File: config.mk
export PLATFORM = sky130hd
export DESIGN_NAME = riscv_fetch_queue
export DESIGN_NICKNAME = d
export VERILOG_FILES = /design/src/rtl/riscv_pkg.sv /design/src/rtl/fetch_fifo.sv /design/src/rtl/riscv_fetch_queue.sv
export SDC_FILE = /design/constraint.sdc
export NUM_CORES = 1
export LEC_CHECK = 0
export CAP_MARGIN = 20
export CORE_MARGIN = 10
export CORE_UTILIZATION = 59
export CTS_BUF_LIST = sky130_fd_sc_hd__clkbuf_2 sky130_fd_sc_hd__clkbuf_4 sky130_fd_sc_hd__clkbuf_8
export DETAILED_ROUTE_END_ITERATION = 6
export PLACE_DENSITY = 0.84
export SYNTH_ARGS = -nofsm -noshare
export SYNTH_HDL_FRONTEND = slang
export SYNTH_SLANG_ARGS = --single-unit
File: constraint.sdc
create_clock -name clk -period 6.3 [get_ports clk]
set_clock_uncertainty 0.1 [all_clocks]
set_input_delay 1.89 -clock clk [delete_from_list [all_inputs] [get_ports clk]]
set_output_delay 1.89 -clock clk [all_outputs]
set_load 0.01 [all_outputs]
File: src/rtl/riscv_pkg.sv
// Shared types and constants for the RV32 instruction-fetch front end.
package riscv_pkg;

  localparam int          XLEN_DEFAULT     = 32;
  localparam logic [31:0] RESET_PC_DEFAULT = 32'h0000_0000;
  localparam logic [31:0] NOP_INST         = 32'h0000_0013;

  typedef struct packed {
    logic [XLEN_DEFAULT-1:0] pc;
    logic [31:0]             inst;
  } fetch_entry_t;

endpackage

File: src/rtl/fetch_fifo.sv
// DEPTH-entry synchronous FIFO of fetched {pc, inst} words; clr empties it in one edge.
module fetch_fifo
  import riscv_pkg::*;
#(
  parameter  int DEPTH = 4,
  localparam int AW    = $clog2(DEPTH),
  localparam int CW    = $clog2(DEPTH + 1)
) (
  input  logic          clk,
  input  logic          rst,
  input  logic          push,
  input  logic          pop,
  input  logic          clr,
  input  fetch_entry_t  din,
  output fetch_entry_t  head,
  output logic [CW-1:0] count
);

  fetch_entry_t    mem [DEPTH];
  logic [AW-1:0]   rd_ptr;
  logic [AW-1:0]   wr_ptr;

  always_ff @(posedge clk) begin
    if (rst || clr) begin
      rd_ptr <= '0;
      wr_ptr <= '0;
      count  <= '0;
    end else begin
      if (push) wr_ptr <= wr_ptr + 1'b1;
      if (pop)  rd_ptr <= rd_ptr + 1'b1;
      if (push && !pop)      count <= count + 1'b1;
      else if (pop && !push) count <= count - 1'b1;
    end
  end

  // Storage needs no reset: the head is only observed while count is non-zero.
  always_ff @(posedge clk) begin
    if (!rst && !clr && push) mem[wr_ptr] <= din;
  end

  assign head = mem[rd_ptr];

  a_no_overflow: assert property (@(posedge clk) disable iff (rst || clr)
    push |-> (count < CW'(DEPTH)));

endmodule

File: src/rtl/riscv_fetch_queue.sv
// Fetch front end: owns the fetch PC, issues IMEM reads against queue credit and
// buffers returning words for decode; redirects flush the queue and in-flight reads.
module riscv_fetch_queue
  import riscv_pkg::*;
#(
  parameter  int              XLEN     = 32,
  parameter  int              IM_AW    = 14,
  parameter  int              DEPTH    = 4,
  parameter  int              RD_LAT   = 1,
  parameter  logic [XLEN-1:0] RESET_PC = RESET_PC_DEFAULT,
  localparam int              CW       = $clog2(DEPTH + 1)
) (
  input  logic             clk,
  input  logic             rst,
  input  logic [31:0]      DO_im,
  output logic [IM_AW-1:0] A_im,
  output logic             OE_im,
  input  logic             redirect_valid,
  input  logic [XLEN-1:0]  redirect_pc,
  output logic             id_valid,
  input  logic             id_ready,
  output logic [31:0]      id_inst,
  output logic [XLEN-1:0]  id_pc,
  output logic [CW-1:0]    q_count
);

  localparam int IW = $clog2(RD_LAT + 1);
  localparam int SW = $clog2(DEPTH + RD_LAT + 1);

  logic [XLEN-1:0]   fpc;
  logic              epoch;
  logic [RD_LAT-1:0] slot_valid;
  logic [RD_LAT-1:0] slot_ep;
  logic [XLEN-1:0]   slot_pc [RD_LAT];
  logic [IW-1:0]     inflight;
  logic [CW-1:0]     count;
  logic              issue;
  logic              push;
  logic              pop;
  fetch_entry_t      head;
  fetch_entry_t      push_entry;
  logic              unused_bits;

  always_comb begin
    inflight = '0;
    for (int i = 0; i < RD_LAT; i++) inflight = inflight + IW'(slot_valid[i]);
  end

  // Credit excludes a same-cycle pop so a push can never land on a full queue.
  assign issue = !rst && !redirect_valid && ((SW'(count) + SW'(inflight)) < SW'(DEPTH));
  assign push  = !rst && !redirect_valid && slot_valid[RD_LAT-1] && (slot_ep[RD_LAT-1] == epoch);
  assign pop   = id_valid && id_ready && !redirect_valid;

  assign push_entry = '{pc: slot_pc[RD_LAT-1], inst: DO_im};

  assign OE_im    = issue;
  assign A_im     = rst ? RESET_PC[IM_AW+1:2] : fpc[IM_AW+1:2];
  assign id_valid = !rst && (count != '0);
  assign id_inst  = id_valid ? head.inst : '0;
  assign id_pc    = id_valid ? head.pc : '0;
  assign q_count  = rst ? '0 : count;

  // Redirect also kills the tracking slots: two redirects in a row toggle the
  // 1-bit epoch back, so epoch alone could let a pre-redirect read through.
  always_ff @(posedge clk) begin
    if (rst) begin
      fpc        <= RESET_PC;
      epoch      <= 1'b0;
      slot_valid <= '0;
    end else if (redirect_valid) begin
      fpc        <= {redirect_pc[XLEN-1:2], 2'b00};
      epoch      <= ~epoch;
      slot_valid <= '0;
    end else begin
      if (issue) fpc <= fpc + XLEN'(4);
      slot_valid[0] <= issue;
      for (int i = 1; i < RD_LAT; i++) slot_valid[i] <= slot_valid[i-1];
    end
  end

  always_ff @(posedge clk) begin
    slot_pc[0] <= fpc;
    slot_ep[0] <= epoch;
    for (int i = 1; i < RD_LAT; i++) begin
      slot_pc[i] <= slot_pc[i-1];
      slot_ep[i] <= slot_ep[i-1];
    end
  end

  fetch_fifo #(.DEPTH(DEPTH)) u_fifo (
    .clk   (clk),
    .rst   (rst),
    .push  (push),
    .pop   (pop),
    .clr   (redirect_valid),
    .din   (push_entry),
    .head  (head),
    .count (count)
  );

  assign unused_bits = ^{redirect_pc[1:0], fpc[XLEN-1:IM_AW+2], fpc[1:0]};

endmodule
=== Yosys cells after proc, flatten, opt, wreduce, memory -nomap -nowiden ===
Memory sizes are Yosys's and may differ from the RTL's. A register that Yosys moved wholly into a read port is not among the register bits.
Index checks and enable logic that the tools add are counted.

* Memories: 2
* Memory bits (writable): 288
* Flip-flop bits (word level): 42
* Input bits: 68

{| class="wikitable"
|+ Memories
! memory !! words !! bits a word !! read ports !! clocked after memory_dff !! write ports !! line !! text
|-
| u_fifo.mem || 4 || 64 || 1 || 1 || 1 || fetch_fifo.sv:19 || <nowiki>fetch_entry_t mem [DEPTH];</nowiki>
|-
| slot_pc || 1 || 32 || 1 || 0 || 1 || riscv_fetch_queue.sv:34 || <nowiki>logic [XLEN-1:0] slot_pc [RD_LAT];</nowiki>
|}

* Magnitude comparators: 1
* Bitwise logic cells: 1
* Equality and inequality tests: 1
* Multiplexer cells: 12
* Add/sub/neg operators: 6
* Reduce and logical (&&, ||, !) cells: 19

{| class="wikitable"
|+ Operator list
! kind !! number
|-
| $mux W32 || 4
|-
| $add A32 B3 Y32 const B || 1
|-
| $mux W14 || 1
|-
| $logic_and A1 B1 Y1 || 10
|-
| $mux W3 || 3
|-
| $add A2 B1 Y2 const B || 2
|-
| $logic_not A1 Y1 || 4
|-
| $mux W2 || 2
|-
| $reduce_bool A2 Y1 || 2
|-
| $add A3 B1 Y3 || 1
|-
| $add A3 B1 Y3 const B || 1
|-
| $lt A3 B3 Y1 const B || 1
|-
| $reduce_bool A3 Y1 || 1
|-
| $sub A3 B1 Y3 const B || 1
|-
| $mux W1 || 2
|-
| $reduce_or A2 Y1 || 1
|-
| $eq A1 B1 Y1 || 1
|-
| $logic_or A1 B1 Y1 || 1
|-
| $not A1 Y1 || 1
|}

=== Depth between registers and ports, before layout ===
Gate-level depths: netlist of run 1.

* Word-level depth: 8
* Depth in mapped cells: 12
* Depth with buffers taken out: 10

=== Modules after synthesis ===
A second synthesis of run 1 with hierarchy kept.

* Cells, all modules: 725
* Area total of the unflattened synthesis: 12726.0 sq um

{| class="wikitable"
|+ Modules (own cells, without submodules)
! module !! area an instance (sq um) !! cells an instance !! instances
|-
| fetch_fifo || 9736.8 || 378 || 1
|-
| riscv_fetch_queue || 2989.1 || 347 || 1
|}

=== Least setup slack after synthesis of run 1 ===
OpenSTA, ideal clock, no wires.

* Path type: input -> output
* Start point: input rst
* End point: output id_inst[10]
* Required time: 4.310 ns
* Stages: 6
* Path slack: 1.167 ns
* Data arrival time: 3.143 ns
* Path through: clkbuf_1 > nor2b_1 > or3_1 > clkbuf_1 > clkbuf_1 > and2_1

* Word-level cells in the longest chain between the ends: 3

{| class="wikitable"
|+ RTL lines
! what !! line !! text
|-
| from (decl) || riscv_fetch_queue.sv:14 || <nowiki>input logic rst,</nowiki>
|-
| $logic_not A1 Y1 || riscv_fetch_queue.sv:58 || <nowiki>assign id_valid = !rst && (count != '0);</nowiki>
|-
| $logic_and A1 B1 Y1 || riscv_fetch_queue.sv:58 ||
|-
| $mux W32 || riscv_fetch_queue.sv:59 || <nowiki>assign id_inst = id_valid ? head.inst : '0;</nowiki>
|-
| to (decl) || riscv_fetch_queue.sv:22 || <nowiki>output logic [31:0] id_inst,</nowiki>
|}

Every way passes these cells.

=== Worst setup path after layout of run 1 ===
* Start point: input rst
* End point: output id_pc[2]

* Word-level cells in the longest chain between the ends: 3

{| class="wikitable"
|+ RTL lines
! what !! line !! text
|-
| $logic_not A1 Y1 || riscv_fetch_queue.sv:58 ||
|-
| $logic_and A1 B1 Y1 || riscv_fetch_queue.sv:58 ||
|-
| $mux W32 || riscv_fetch_queue.sv:60 || <nowiki>assign id_pc = id_valid ? head.pc : '0;</nowiki>
|-
| to (decl) || riscv_fetch_queue.sv:23 || <nowiki>output logic [XLEN-1:0] id_pc,</nowiki>
|}

Every way passes these cells.

==> summary.md, run 1 <==
| Metric | Value |
|---|---|
| Cells along the critical path | `clkdlybuf4s50_1, nor2b_1, or3_2, buf_12, and2_1, clkdlybuf4s50_1` |
| Hold crit path type | `reg2reg` |
| PortBufs | `146` |
| Final wirelength | `between 20 and 25 mm` |
| Warnings from Yosys | `0` |
| CP most frequent cell | `clkdlybuf4s50_1` |
| Crit Reg-Reg Endpoint | `u_fifo.count[2]$_SDFFE_PP0P_` |
| Crit Path Category | `in2out` |
| Core footprint | `20,400 sq um` |
| Cell area after layout | `roughly 15,000 sq um` |
| FF-to-FF path depth | `11` |
| Post-CTS Resized | `0` |
| Clock transition at path regs | `0.06 ns` |
| Die X-Extent | `between 150 and 200 um` |
| Fin nets | `approximately 950` |
| PwrDens | `279 nW/um^2` |
| Relative slew margins | `0.353` |
| Most common library cells after synthesis | `248 x edfxtp_1, 72 x dfxtp_1, 69 x and2_1` |
| FF-to-FF setup slack | `approximately 3.3 ns` |
| Clock Path Buffers | `3` |
| Die area | `27,000 sq um` |
| Total track usage | `0.187` |
| Status | `complete, no violations` |
| Worst-margin pin slew | `0.967 ns` |
| Area share of fa/ha/maj cells after synthesis | `0.00774` |
| Final Hold Fails | `0` |
| Final cycle utilization of the critical path | `0.961` |
| Number of synthesized flops with an enable pin | `248` |
| Clock sink count | `between 300 and 400` |
| Simple-Gate Fraction of Synth Area | `0.0904` |
| Share of async-settable or async-resettable flops after synthesis | `0` |
| Seq/Total Area, Yosys | `0.723` |
| Overall Power | `around 4.2 mW` |
| Final Setup Violations | `0` |
| P&R area growth vs syn | `22.3%` |
| Area post-placement | `14,000 sq um` |
| VDD IR max | `0.148 mV` |
| Mux cell area share after synthesis | `0.116` |
| Netlist Area Pre-Place | `12,300 sq um` |
| Unrepaired setup endpoints after global routing | `no` |
| Top post-synthesis cells by area | `edfxtp_1 61%, dfxtp_1 12%, mux4_2 11%` |
| Synth Area in XOR/XNOR | `0.0227` |
| Crit path buffers/inverters | `3` |
| Slew Viols, Final | `0` |
| # hold bufs at CTS | `0` |
| Area occupied by multi-input gates | `3230 sq um` |
| Arr. time, crit path | `4.07 ns` |
| Unique masters post-synth | `43` |
| Worst reg2reg startpoint | `u_fifo.count[2]$_SDFFE_PP0P_` |
| Crit path launch type | `primary input` |
| Max Cap Viol | `0` |
| First-pass GRT wire length | `39.6 mm` |
| TritonCTS buffer count | `between 40 and 50` |
| Final HPWL DP | `15.5 mm` |
| Row Count | `52` |
| Total gr overflow | `0` |
| Setup TNS | `0 ns` |
| Vias | `6,877` |
| Levels on crit path | `6` |
| H-tree depth | `2` |
| Largest family of logic cells by synthesized area | `multiplexers` |
| Post-synthesis compound-gate area fraction | `0.0241` |
| Count leader, synth | `edfxtp_1` |
| Flops & latches, synth | `320` |
| Tmin final | `6.06 ns` |
| Worst setup EP type | `output pin` |
| Largest net degree at the start of global routing | `66` |
| DR pass1 iterations | `5` |
| Crit path from | `rst` |
| Chip Height | `164 um` |
| Data required, critical path | `4.31 ns` |
| Initial antenna violation count | `1` |
| Number of global-route vias before repair | `7,175` |
| Placer Congestion | `0.865` |
| Clock Latency Late Sink | `0.55 ns` |
| Gate Count Post-Synth | `slightly above 700` |
| # IOs | `~150` |
| Share of the synthesized area in the top cell type | `0.606` |
| Delay of the slowest critical-path stage | `0.58 ns` |
| Routed vias/inst | `5.79` |
| Ant diodes | `0` |
| Fmax | `0.165 GHz` |
| Cell taking the most area after synthesis | `edfxtp_1` |
| CP max-delay cell | `clkdlybuf4s50_1` |
| 1st-iter DRT viols | `609` |
| CTS tree | `yes` |
| Post-route ant nets | `0` |
| Drt wl/cell | `21.0 um` |
| Mean post-synth cell area | `between 15 and 20 sq um` |
| DRC | `0` |
| Top delay family on crit path | `buffers and inverters` |
| Setup Buffers After CTS | `0` |
| Leakage | `around 5 nW` |
| Storage element area | `8890 sq um` |
| Initial core utilization | `0.604` |
| Layout fillers | `1,195` |
| Share of cells above drive strength 1 | `0.184` |
| Worst-path fanout max | `65` |
| Root Driver | `clkbuf_8` |
| Crit path capture | `id_pc[2]` |
| Top FF cell, synth | `edfxtp_1` |
-- how the worst min path moves through the flow --
stage                              start                      to  slack, ns  cells past startpoint
floorplan           fpc[17]$_SDFFE_PP0P_  slot_pc[0][17]$_DFF_P_       0.26                      0
global placement    fpc[27]$_SDFFE_PP0P_  slot_pc[0][27]$_DFF_P_       0.28                      0
detailed placement  fpc[27]$_SDFFE_PP0P_  slot_pc[0][27]$_DFF_P_       0.28                      0
CTS                 fpc[27]$_SDFFE_PP0P_  slot_pc[0][27]$_DFF_P_       0.28                      0
global route        fpc[28]$_SDFFE_PP0P_  slot_pc[0][28]$_DFF_P_       0.30                      0
finish              fpc[27]$_SDFFE_PP0P_  slot_pc[0][27]$_DFF_P_       0.28                      0
-- metal layers --
metal	vias up	wire, um	GRT usage
li1	3077	-	-
met1	3441	10300	0.248
met2	321	11800	0.294
met3	38	2510	0.0538
met4	0	402	0.0548
met5	-	0	0
-- report_power, final --
part,total (mW),switching (mW),leakage [nW],internal [mW]
sequential,2.35,0.0367,2.86,2.31
combinational,0.152,0.0676,1.58,0.0842
clock,1.69,0.740,0.535,0.954
-- kinds of logic after synthesis --
family / Yosys count
xor+xnor: 31
flops: 320
buf+inv: 47
compound gates: 46
simple gates: 193
other cells: 1
mux: 65
fa+ha+maj: 7
-- sequential cells by signal, indices dropped and copies added, names as in the netlist, named ones only --
register / cells
u_fifo.mem: 248
fpc: 30
slot_pc: 30
u_fifo.count: 3
u_fifo.rd_ptr: 2
u_fifo.wr_ptr: 2
epoch: 1
slot_ep: 1
slot_valid: 1
-- cell usage in the layout (no fill, tap or decap), types with 15 or more instances in the layout --
cell             netlist  layout
edfxtp_1             248     248
clkdlybuf4s50_1        0     146
dfxtp_1               72      70
and2_1                69      65
mux4_2                62      62
clkbuf_8               0      54
nor2_1                27      27
nand2_1               22      22
xor2_1                22      22
clkbuf_4               0      21
nor2b_1               16      16
nand4_1               15      15
-- stage by stage --
stage          std cells   util  hold WS (ns)  worst slack [ns]
2_1_floorplan        711      -         0.256              1.17
3_3_place_gp        1097  0.689         0.278             0.268
3_5_place_dp        1097  0.689         0.277             0.253
4_1_cts             1188  0.738         0.285             0.243
5_1_grt             1188  0.738         0.300             0.156
6_report            1188  0.738         0.281             0.245
-- worst register-to-register path, stage by stage, from the launching register on --
cell and delay [ns]:
dfxtp_1 0.38, nor2b_1 0.20, or3_2 0.49, buf_12 0.21, and2_1 0.22, nand2_1 0.08
ha_1 0.19, inv_1 0.08, fa_1 0.40, xor2_1 0.18, or3_1 0.30, a21oi_1 0.13
-- cell type report --
class                   instances  share of cell area
flip-flops and latches        320               0.592
multi-input cells             344               0.215
repair buffers                155               0.103
clock buffers                  75              0.0599
well taps                     270              0.0225
clock inverters                16             0.00674
inverters                       8             0.00200
Power figures use the tool's default switching activity.
==> run 2: changes to the inputs <==
--- a/config.mk
+++ b/config.mk
@@ -8,7 +8,7 @@
 export CAP_MARGIN = 20
 export CORE_MARGIN = 10
 export CORE_UTILIZATION = 59
-export CTS_BUF_LIST = sky130_fd_sc_hd__clkbuf_2 sky130_fd_sc_hd__clkbuf_4 sky130_fd_sc_hd__clkbuf_8
+export CTS_BUF_LIST = sky130_fd_sc_hd__clkbuf_16
 export DETAILED_ROUTE_END_ITERATION = 6
 export PLACE_DENSITY = 0.84
 export SYNTH_ARGS = -nofsm -noshare
==> run 2 against run 1 <==
Against the previous run: sequential cell count unchanged; clock power increased by 5%; first-iteration DRC count rose by 5.9%; critical endpoint is now id_pc[14]; core utilization hardly changed; non-clock buffer count unchanged; fmax is essentially flat; sequential share of layout area about the same; critical path depth is the same.
==> summary.md, run 2 (same netlist as run 1, synthesis figures left out) <==
| Metric | Value |
|---|---|
| # IOs | `between 150 and 200` |
| Total track usage | `0.187` |
| Chip Height | `around 160 um` |
| Arr. time, crit path | `4.06 ns` |
| Final Setup Violations | `0` |
| Delay of the slowest critical-path stage | `0.59 ns` |
| Worst setup EP type | `output pin` |
| Hold crit path type | `reg2reg` |
| Routed vias/inst | `5.82` |
| VDD IR max | `~0.18 mV` |
| Cell Count, Final, Fillers Out | `1,153` |
| PwrDens | `284 nW/um^2` |
| # hold bufs at CTS | `0` |
| Worst Setup Slack, final | `between 0.2 and 0.25 ns` |
| Clock transition at path regs | `0.06 ns` |
| Worst-margin pin slew | `approximately 1.0 ns` |
| Relative slew margins | `0.334` |
| Clock Latency Late Sink | `0.54 ns` |
| Tmin final | `6.05 ns` |
| Ant diodes | `0` |
| Clock sink count | `320` |
| Most frequent cells in the layout | `248 x edfxtp_1, 146 x clkdlybuf4s50_1, 70 x dfxtp_1` |
| Clock Path Buffers | `3` |
| Top Registers | `u_fifo.mem: 248 flops, fpc: 30 flops, slot_pc: 30 flops` |
| 1st-iter DRT viols | `about 650` |
| CP most frequent cell | `clkdlybuf4s50_1` |
| Biggest register | `u_fifo.mem` |
| P&R area growth vs syn | `22.2%` |
| DR pass1 iterations | `5` |
| Total gr overflow | `0` |
| Drt wl/cell | `21.9 um` |
| FF-to-FF setup slack | `3.25 ns` |
| Slew Viols, Final | `0` |
| Post-route ant nets | `0` |
| DP Cell Count | `1,097` |
| Initial antenna violation count | `1` |
| CP max-delay cell | `clkdlybuf4s50_1` |
| Fin util | `0.738` |
| Overall Power | `4.27 mW` |
| Setup TNS | `0 ns` |
| Unrepaired setup endpoints after global routing | `no` |
| Crit path launch type | `primary input` |
| Initial core utilization | `0.604` |
| First-pass GRT wire length | `39.7 mm` |
| Vias | `6,711` |
| Placer Congestion | `0.865` |
| H-tree depth | `1` |
| Leakage | `roughly 5.0 nW` |
| Cells along the critical path | `clkdlybuf4s50_1, nor2b_1, or3_2, buf_12, and2_1, clkdlybuf4s50_1` |
| Crit Path Category | `in2out` |
| Root Driver | `clkbuf_16` |
| Final wirelength | `between 20 and 30 mm` |
| Die area | `27,000 sq um` |
| Status | `complete, no violations` |
| Setup Buffers After CTS | `0` |
| CTS tree | `yes` |
| Fmax | `0.165 GHz` |
| Max Cap Viol | `0` |
| Fin nets | `934` |
| Final cycle utilization of the critical path | `0.961` |
| Post-CTS Resized | `0` |
| DRC | `0` |
| Core footprint | `20,400 sq um` |
| Share of cells above drive strength 1 | `0.156` |
| Largest net degree at the start of global routing | `66` |
| Final Hold Fails | `0` |
| Worst-path fanout max | `65` |
| TritonCTS buffer count | `30` |
| Most frequent standard cell in the layout excluding fill and tap cells | `edfxtp_1` |
| PortBufs | `146` |
| Max reg flops | `248` |
| Die X-Extent | `164 um` |
| Pre-CTS setup slack | `~0.25 ns` |
| Number of global-route vias before repair | `7,130` |
| Data required, critical path | `4.31 ns` |
| Row Count | `52` |
| Final HPWL DP | `15.5 mm` |
[run 2: changes by cell type in the layout (fill, tap and decap cells not counted)]
cell / delta
clkbuf_8: -54
clkbuf_16: +34
clkinvlp_4: +2
inv_6: +1
clkinv_4: +2
inv_1: +4
inv_2: +5
clkinv_1: -8
clkbuf_4: -21
[run 2: critical path, delay by kind of cell]
family                 cells  cell delay (ns)
buffers and inverters      3             1.30
and+or+nand+nor            3             0.85
[run 2: cell type report]
cell class                 instances  area [sq um]
clock inverter                    22           146
sequential                       320          8890
inverter                           8          30.0
fill                            1192          5340
tap                              270           338
clock buffer                      34           851
timing repair buffer             155          1540
multi-input combinational        344          3230
[run 2: through the flow]
stage | cell area [sq um] | hold WS [ns]
floorplan | 12300 | 0.256
global placement | 14000 | 0.278
detailed placement | 14000 | 0.277
CTS | 15000 | 0.285
global route | 15000 | 0.303
finish | 15000 | 0.282
[run 2: final timing paths]
check             cells after the start                      endpoint                    startpoint
hold / removal                        0        slot_pc[0][27]$_DFF_P_          fpc[27]$_SDFFE_PP0P_
setup reg to reg                     11  u_fifo.count[2]$_SDFFE_PP0P_  u_fifo.count[0]$_SDFFE_PP0P_
setup / recovery                      6                     id_pc[14]                           rst
hold reg to reg                       0        slot_pc[0][27]$_DFF_P_          fpc[27]$_SDFFE_PP0P_
[run 2: report_power, final]
part / total, mW / switching [mW] / internal, mW
registers: 2.35 / 0.0374 / 2.31
logic: 0.153 / 0.0684 / 0.0843
clock network: 1.77 / 0.754 / 1.01
[run 2: layer usage]
layer	vias up	share of wire	wire length [um]	GRT usage
li1	3032	-	-	-
met1	3386	0.42	10500	0.251
met2	276	0.49	12300	0.305
met3	17	0.091	2300	0.0471
met4	0	0.0076	193	0.0349
met5	-	0	0	0
